===== src/rtl/dt_pkg.sv =====
// dt_pkg: shared constants, FSM states and address helper for the distance-transform passes
package dt_pkg;
    localparam int IMG_W  = 128;
    localparam int ADDR_W = 14;
    localparam int PIX_W  = 8;

    typedef enum logic [3:0] {
        S_IDLE,
        S_LD_NW,
        S_LD_N,
        S_LD_W,
        S_LD_NE,
        S_LD_C,
        S_EVAL,
        S_WR,
        S_NEXT,
        S_DONE
    } dt_state_e;

    // Compose a result-RAM address as {row, col}; col_w is the column field width.
    function automatic logic [31:0] dt_addr(input logic [31:0] row, input logic [31:0] col, input int col_w);
        return (row << col_w) | col;
    endfunction
endpackage


===== src/rtl/dt_min4.sv =====
// dt_min4: minimum of four unsigned pixels, optionally incremented with saturation
module dt_min4 #(
    parameter int PIX_W = 8,
    parameter bit INC   = 1'b1
) (
    input  logic [PIX_W-1:0] a_i,
    input  logic [PIX_W-1:0] b_i,
    input  logic [PIX_W-1:0] c_i,
    input  logic [PIX_W-1:0] d_i,
    output logic [PIX_W-1:0] m_o
);
    logic [PIX_W-1:0] m_ab, m_cd, m;

    // Pairwise minimum tree, then +1 unless already at full scale
    always_comb begin
        m_ab = (a_i < b_i) ? a_i : b_i;
        m_cd = (c_i < d_i) ? c_i : d_i;
        m    = (m_ab < m_cd) ? m_ab : m_cd;
        m_o  = (INC && (m != '1)) ? m + PIX_W'(1) : m;
    end
endmodule


===== src/rtl/fwd_pass.sv =====
// fwd_pass: forward raster pass of the distance transform, rewriting object pixels in place
module fwd_pass #(
    parameter int IMG_W  = dt_pkg::IMG_W,
    parameter int ADDR_W = dt_pkg::ADDR_W,
    parameter int PIX_W  = dt_pkg::PIX_W
) (
    input  logic              clk,
    input  logic              reset,
    input  logic              for_en,
    output logic              for_done,
    output logic [ADDR_W-1:0] res_addr,
    output logic              res_rd,
    input  logic [PIX_W-1:0]  res_di,
    output logic              res_wr,
    output logic [PIX_W-1:0]  res_do
);
    import dt_pkg::*;

    localparam int            CW    = ADDR_W / 2;
    localparam logic [CW-1:0] FIRST = CW'(1);
    localparam logic [CW-1:0] LAST  = CW'(IMG_W - 2);

    dt_state_e        state_q, state_d;
    logic [CW-1:0]    r_q, r_d, c_q, c_d;
    logic [PIX_W-1:0] nw_q, nw_d, n_q, n_d, ne_q, ne_d, w_q, w_d, cen_q, cen_d;
    logic             from_w_q, from_w_d;
    logic [PIX_W-1:0] m_val;
    logic [CW-1:0]    a_row, a_col;

    dt_min4 #(.PIX_W(PIX_W), .INC(1'b1)) u_min4 (
        .a_i(nw_q),
        .b_i(n_q),
        .c_i(ne_q),
        .d_i(w_q),
        .m_o(m_val)
    );

    // State, scan position and neighbourhood window registers
    always_ff @(posedge clk or negedge reset) begin
        if (!reset) begin
            state_q  <= S_IDLE;
            r_q      <= FIRST;
            c_q      <= FIRST;
            nw_q     <= '0;
            n_q      <= '0;
            ne_q     <= '0;
            w_q      <= '0;
            cen_q    <= '0;
            from_w_q <= 1'b0;
        end else begin
            state_q  <= state_d;
            r_q      <= r_d;
            c_q      <= c_d;
            nw_q     <= nw_d;
            n_q      <= n_d;
            ne_q     <= ne_d;
            w_q      <= w_d;
            cen_q    <= cen_d;
            from_w_q <= from_w_d;
        end
    end

    // Scan sequencing: each load state captures the data returned for the previous state's read
    always_comb begin
        state_d  = state_q;
        r_d      = r_q;
        c_d      = c_q;
        nw_d     = nw_q;
        n_d      = n_q;
        ne_d     = ne_q;
        w_d      = w_q;
        cen_d    = cen_q;
        from_w_d = (state_q == S_LD_W);
        case (state_q)
            S_IDLE: begin
                if (for_en) begin
                    state_d = S_LD_NW;
                    r_d     = FIRST;
                    c_d     = FIRST;
                end
            end
            S_LD_NW: state_d = S_LD_N;
            S_LD_N: begin
                nw_d    = res_di;
                state_d = S_LD_W;
            end
            S_LD_W: begin
                n_d     = res_di;
                state_d = S_LD_NE;
            end
            S_LD_NE: begin
                w_d     = from_w_q ? res_di : w_q;
                state_d = S_LD_C;
            end
            S_LD_C: begin
                ne_d    = res_di;
                state_d = S_EVAL;
            end
            S_EVAL: begin
                cen_d   = res_di;
                state_d = (res_di != '0) ? S_WR : S_NEXT;
            end
            S_WR: state_d = S_NEXT;
            S_NEXT: begin
                nw_d = n_q;
                n_d  = ne_q;
                w_d  = (cen_q == '0) ? '0 : m_val;
                if (c_q == LAST) begin
                    c_d     = FIRST;
                    r_d     = r_q + CW'(1);
                    state_d = (r_q == LAST) ? S_DONE : S_LD_NW;
                end else begin
                    c_d     = c_q + CW'(1);
                    state_d = S_LD_NE;
                end
            end
            S_DONE: state_d = for_en ? S_DONE : S_IDLE;
            default: state_d = S_IDLE;
        endcase
    end

    // Output decode: strobes and the window address selected by the current load/write state
    always_comb begin
        res_rd   = state_q inside {S_LD_NW, S_LD_N, S_LD_W, S_LD_NE, S_LD_C};
        res_wr   = (state_q == S_WR);
        for_done = (state_q == S_DONE);
        a_row    = (state_q inside {S_LD_NW, S_LD_N, S_LD_NE}) ? r_q - CW'(1) : r_q;
        a_col    = (state_q inside {S_LD_NW, S_LD_W}) ? c_q - CW'(1) :
                   (state_q == S_LD_NE) ? c_q + CW'(1) : c_q;
        res_addr = (res_rd || res_wr) ? ADDR_W'(dt_addr(32'(a_row), 32'(a_col), CW)) : '0;
        res_do   = res_wr ? m_val : '0;
    end
endmodule

===== config.mk =====
export PLATFORM = sky130hd
export DESIGN_NAME = fwd_pass
export DESIGN_NICKNAME = d
export VERILOG_FILES = /design/src/rtl/dt_pkg.sv /design/src/rtl/dt_min4.sv /design/src/rtl/fwd_pass.sv
export SDC_FILE = /design/constraint.sdc
export NUM_CORES = 1
export LEC_CHECK = 0
export CELL_PAD_IN_SITES_DETAIL_PLACEMENT = 2
export CELL_PAD_IN_SITES_GLOBAL_PLACEMENT = 2
export CORE_MARGIN = 3
export CORE_UTILIZATION = 40
export CTS_CLUSTER_SIZE = 28
export DETAILED_ROUTE_END_ITERATION = 12
export PLACE_DENSITY = 0.95
export SYNTH_ARGS = -nofsm -noshare
export SYNTH_HDL_FRONTEND = slang
export SYNTH_SLANG_ARGS = --single-unit
export TNS_END_PERCENT = 1

===== constraint.sdc =====
create_clock -name clk -period 14.7 [get_ports clk]
set_input_delay 1.47 -clock clk [delete_from_list [all_inputs] [get_ports clk]]
set_output_delay 1.47 -clock clk [all_outputs]
set_load 0.01 [all_outputs]

==> impl_metrics.toml <==
[synth]
synth_compound_gate_area_share_pct = 17.31
syn_area_per_cell_um2 = 8.787
syn_area_mm2 = 0.004569
synth_top_family_by_area = "simple AND/OR/NAND/NOR gates"
syn-num-nets = 558
synth-xor-area-share_pct = 4.409
asyncSetResetFlopFracSynth_pct = 100.0
area_share_of_fa_ha_maj_cells_after_synthesis_pct = 7.393
netlist-cell-type-count = 62
synth-seq-area-share_pct = 32.37
ys_dominant_reg_cell = "dfrtp_1"
synth-edff-count = 0
yosys-mux-area-fraction_pct = 14.02
syn-instance-count = 520
synth-seq-cells = 59
synth_simple_gate_area_share_pct = 20.21
ys_warn_count = 0

[grt]
grt_pass1_wl_um = 31200
antenna_found_initial = 0
largest_net_degree_at_the_start_of_global_routing = 60
grt_overflow = 0
gr-usage-all-layers_pct = 32.01
via_count_of_the_first_global_routing_pass = 4971

[critical_path]
worst-endpoint-required_ps = 13230
timing.critical_path.to_type = "output pin"
cp.arrival_ps = 6960
path_max_fanout = 15
crit_type = "reg2out"
r2r_cells = 19
worstSetupStartpointType = "flop"

[sta]
achievable-frequency_ghz = 0.1186
worst_pin_slew_ps = 1108
slew-limit-headroom_pct = 25.56
setup_tns_ps = 0
layout_min_cycle_time_ps = 8433
rsz0062_at_grt = "no"
final_hold_viol_count = 0
clock-skew-final_ps = 10.69
postLayoutSetupSlackWorst_ps = 6267
setup_viol_count_final = 0
period_share_pct = 57.37
final-max-slew-violation-count = 0

[die]
pin_count = 36
row_count = 38
die_width_um = 112.9
die_y_um = 112.9
dieArea_mm2 = 0.01274
initial_utilization_pct = 41.60
placeableCoreArea_mm2 = 0.01098

[routing]
drt_iter0_markers = 339
first_pass_iters = 6
route.detailed.drc = 0
detail_route.vias_per_cell = 6.502
detail_route.wl_per_cell_um = 28.83
num_vias = 4506
antenna_nets_post_route = 0
wl_um = 19980

[clock_network]
cts_resized = 0
clock_sink_count = 59
post_cts_hold_buffer_count = 0
clk_path_buf_depth = 2
htree_levels = 3
ctsRootBufferMaster = "clkbuf_16"
cts_tree = "built"
cts.repair_timing.setup_buffer_count = 0
tritoncts.num_buffers = 9
clk_latency_ps = 350
clkTransAtPathRegs_ps = 60

[layout]
nNetsFinal = 586
final_core_util_pct = 48.89
layoutNonFillerInstCount = 693
n_antenna_cell = 0
top_library_cells_by_usage_in_the_layout_fill_and_taps_aside = "nor2_1, dfrtp_1, nand2_1"
num-fill-cells = 1157
final-seq-area_mm2 = 0.001479
synthToLayoutAreaGrowth_pct = 17.52
drive_above_1_share_pct = 11.57
multi_input_comb_area_mm2 = 0.002905

[outcome]
status = "completed"

[place]
gp_congestion = 0.9358
dpl_wire_length_um = 12460
placed_cells_incl_taps = 677
placement.io_buffers = 35
preCtsSetupSlack_ps = 7067

[run]
max_cap_viol_count = 0

[min_path]
hold_depth = 1
min-delay-path-class = "reg2reg"
## stage by stage
stage | hold WS (ps) | area (um2)
finish | 516.3 | 5370
global route | 529.8 | 5370
global placement | 491.4 | 5044
floorplan | 477.7 | 4569
detailed placement | 509.2 | 5044
CTS | 514.9 | 5370
## Yosys cell counts, types with 8 or more instances
library cell / number / area share, %
a21oi_1: 22 / 2.4
clkbuf_1: 19 / 1.6
dfrtp_1: 57 / 31
ha_1: 27 / 7.4
inv_1: 25 / 2.1
mux2_2: 22 / 5.4
mux2i_1: 33 / 7.2
nand2_1: 55 / 4.5
nand3_1: 10 / 1.1
nand4_1: 14 / 1.9
nor2_1: 57 / 4.7
nor3_1: 16 / 1.8
o21ai_0: 29 / 3.2
o21ai_1: 8 / 0.88
xnor2_1: 9 / 1.7
xor2_1: 14 / 2.7
## metal layers
metal	part of all wire, %	vias to the layer above	global-route usage (%)
li1	-	1930	-
met1	41	2308	40.49
met2	48	201	53.20
met3	6.4	67	6.578
met4	4.0	0	13.46
met5	0	-	0
## cell type report
cell class                      instances  share of cell area [%]
Clock buffer                            9                   4.194
Clock inverter                          7                   1.887
Inverter                               25                   1.747
Multi-Input combinational cell        412                   54.10
Sequential cell                        59                   27.54
Tap cell                              140                   3.262
Timing Repair Buffer                   41                   7.269
## cell families (layout without fill, tap and decap cells)
logic type / count (synthesis) / after routing
and+or+nand+nor: 192 / 192
buffers and inverters: 49 / 82
xor gates and xnor gates: 23 / 23
DFF: 59 / 59
AOI/OAI and AO/OA: 111 / 111
muxes: 59 / 59
adders and majority gates: 27 / 27
## state kept, by name (all words and copies together), names as in the netlist
signal    cells
n_q           8
r_q           7
nw_q          8
w_q           8
c_q           7
from_w_q      1
ne_q          8
cen_q         8
state_q       4
## path summary, 6_finish.rpt
kind / slack (ps) / startpoint / endpoint
worst min register to register: 520 / cen_q[6] / cen_q[6]
min in group asynchronous: 1310 / reset / r_q[1]
worst max register to register: 8370 / w_q[6] / w_q[5]
max in group asynchronous: 12830 / reset / nw_q[1]
worst max-delay path: 6270 / w_q[6] / res_do[5]
worst min-delay path: 520 / cen_q[6] / cen_q[6]
## critical path: stages, from the launching register on
cell and delay, ps:
dfrtp_1 440, inv_1 140, ha_1 340, nand4_1 230
o31ai_4 860, mux2i_1 570, ha_1 370, a21oi_1 190
nor2_1 80, a211oi_1 650, nand3_1 140, o21ai_1 170
inv_1 70, ha_1 320, o21a_1 220, nor3_1 360
or4b_1 500, xor2_1 160, mux2i_1 240, nor2_1 70
clkdlybuf4s50_1 500
Power is not shown: default switching activity piles up to over one toggle a cycle in this logic, so the estimate is an artifact.
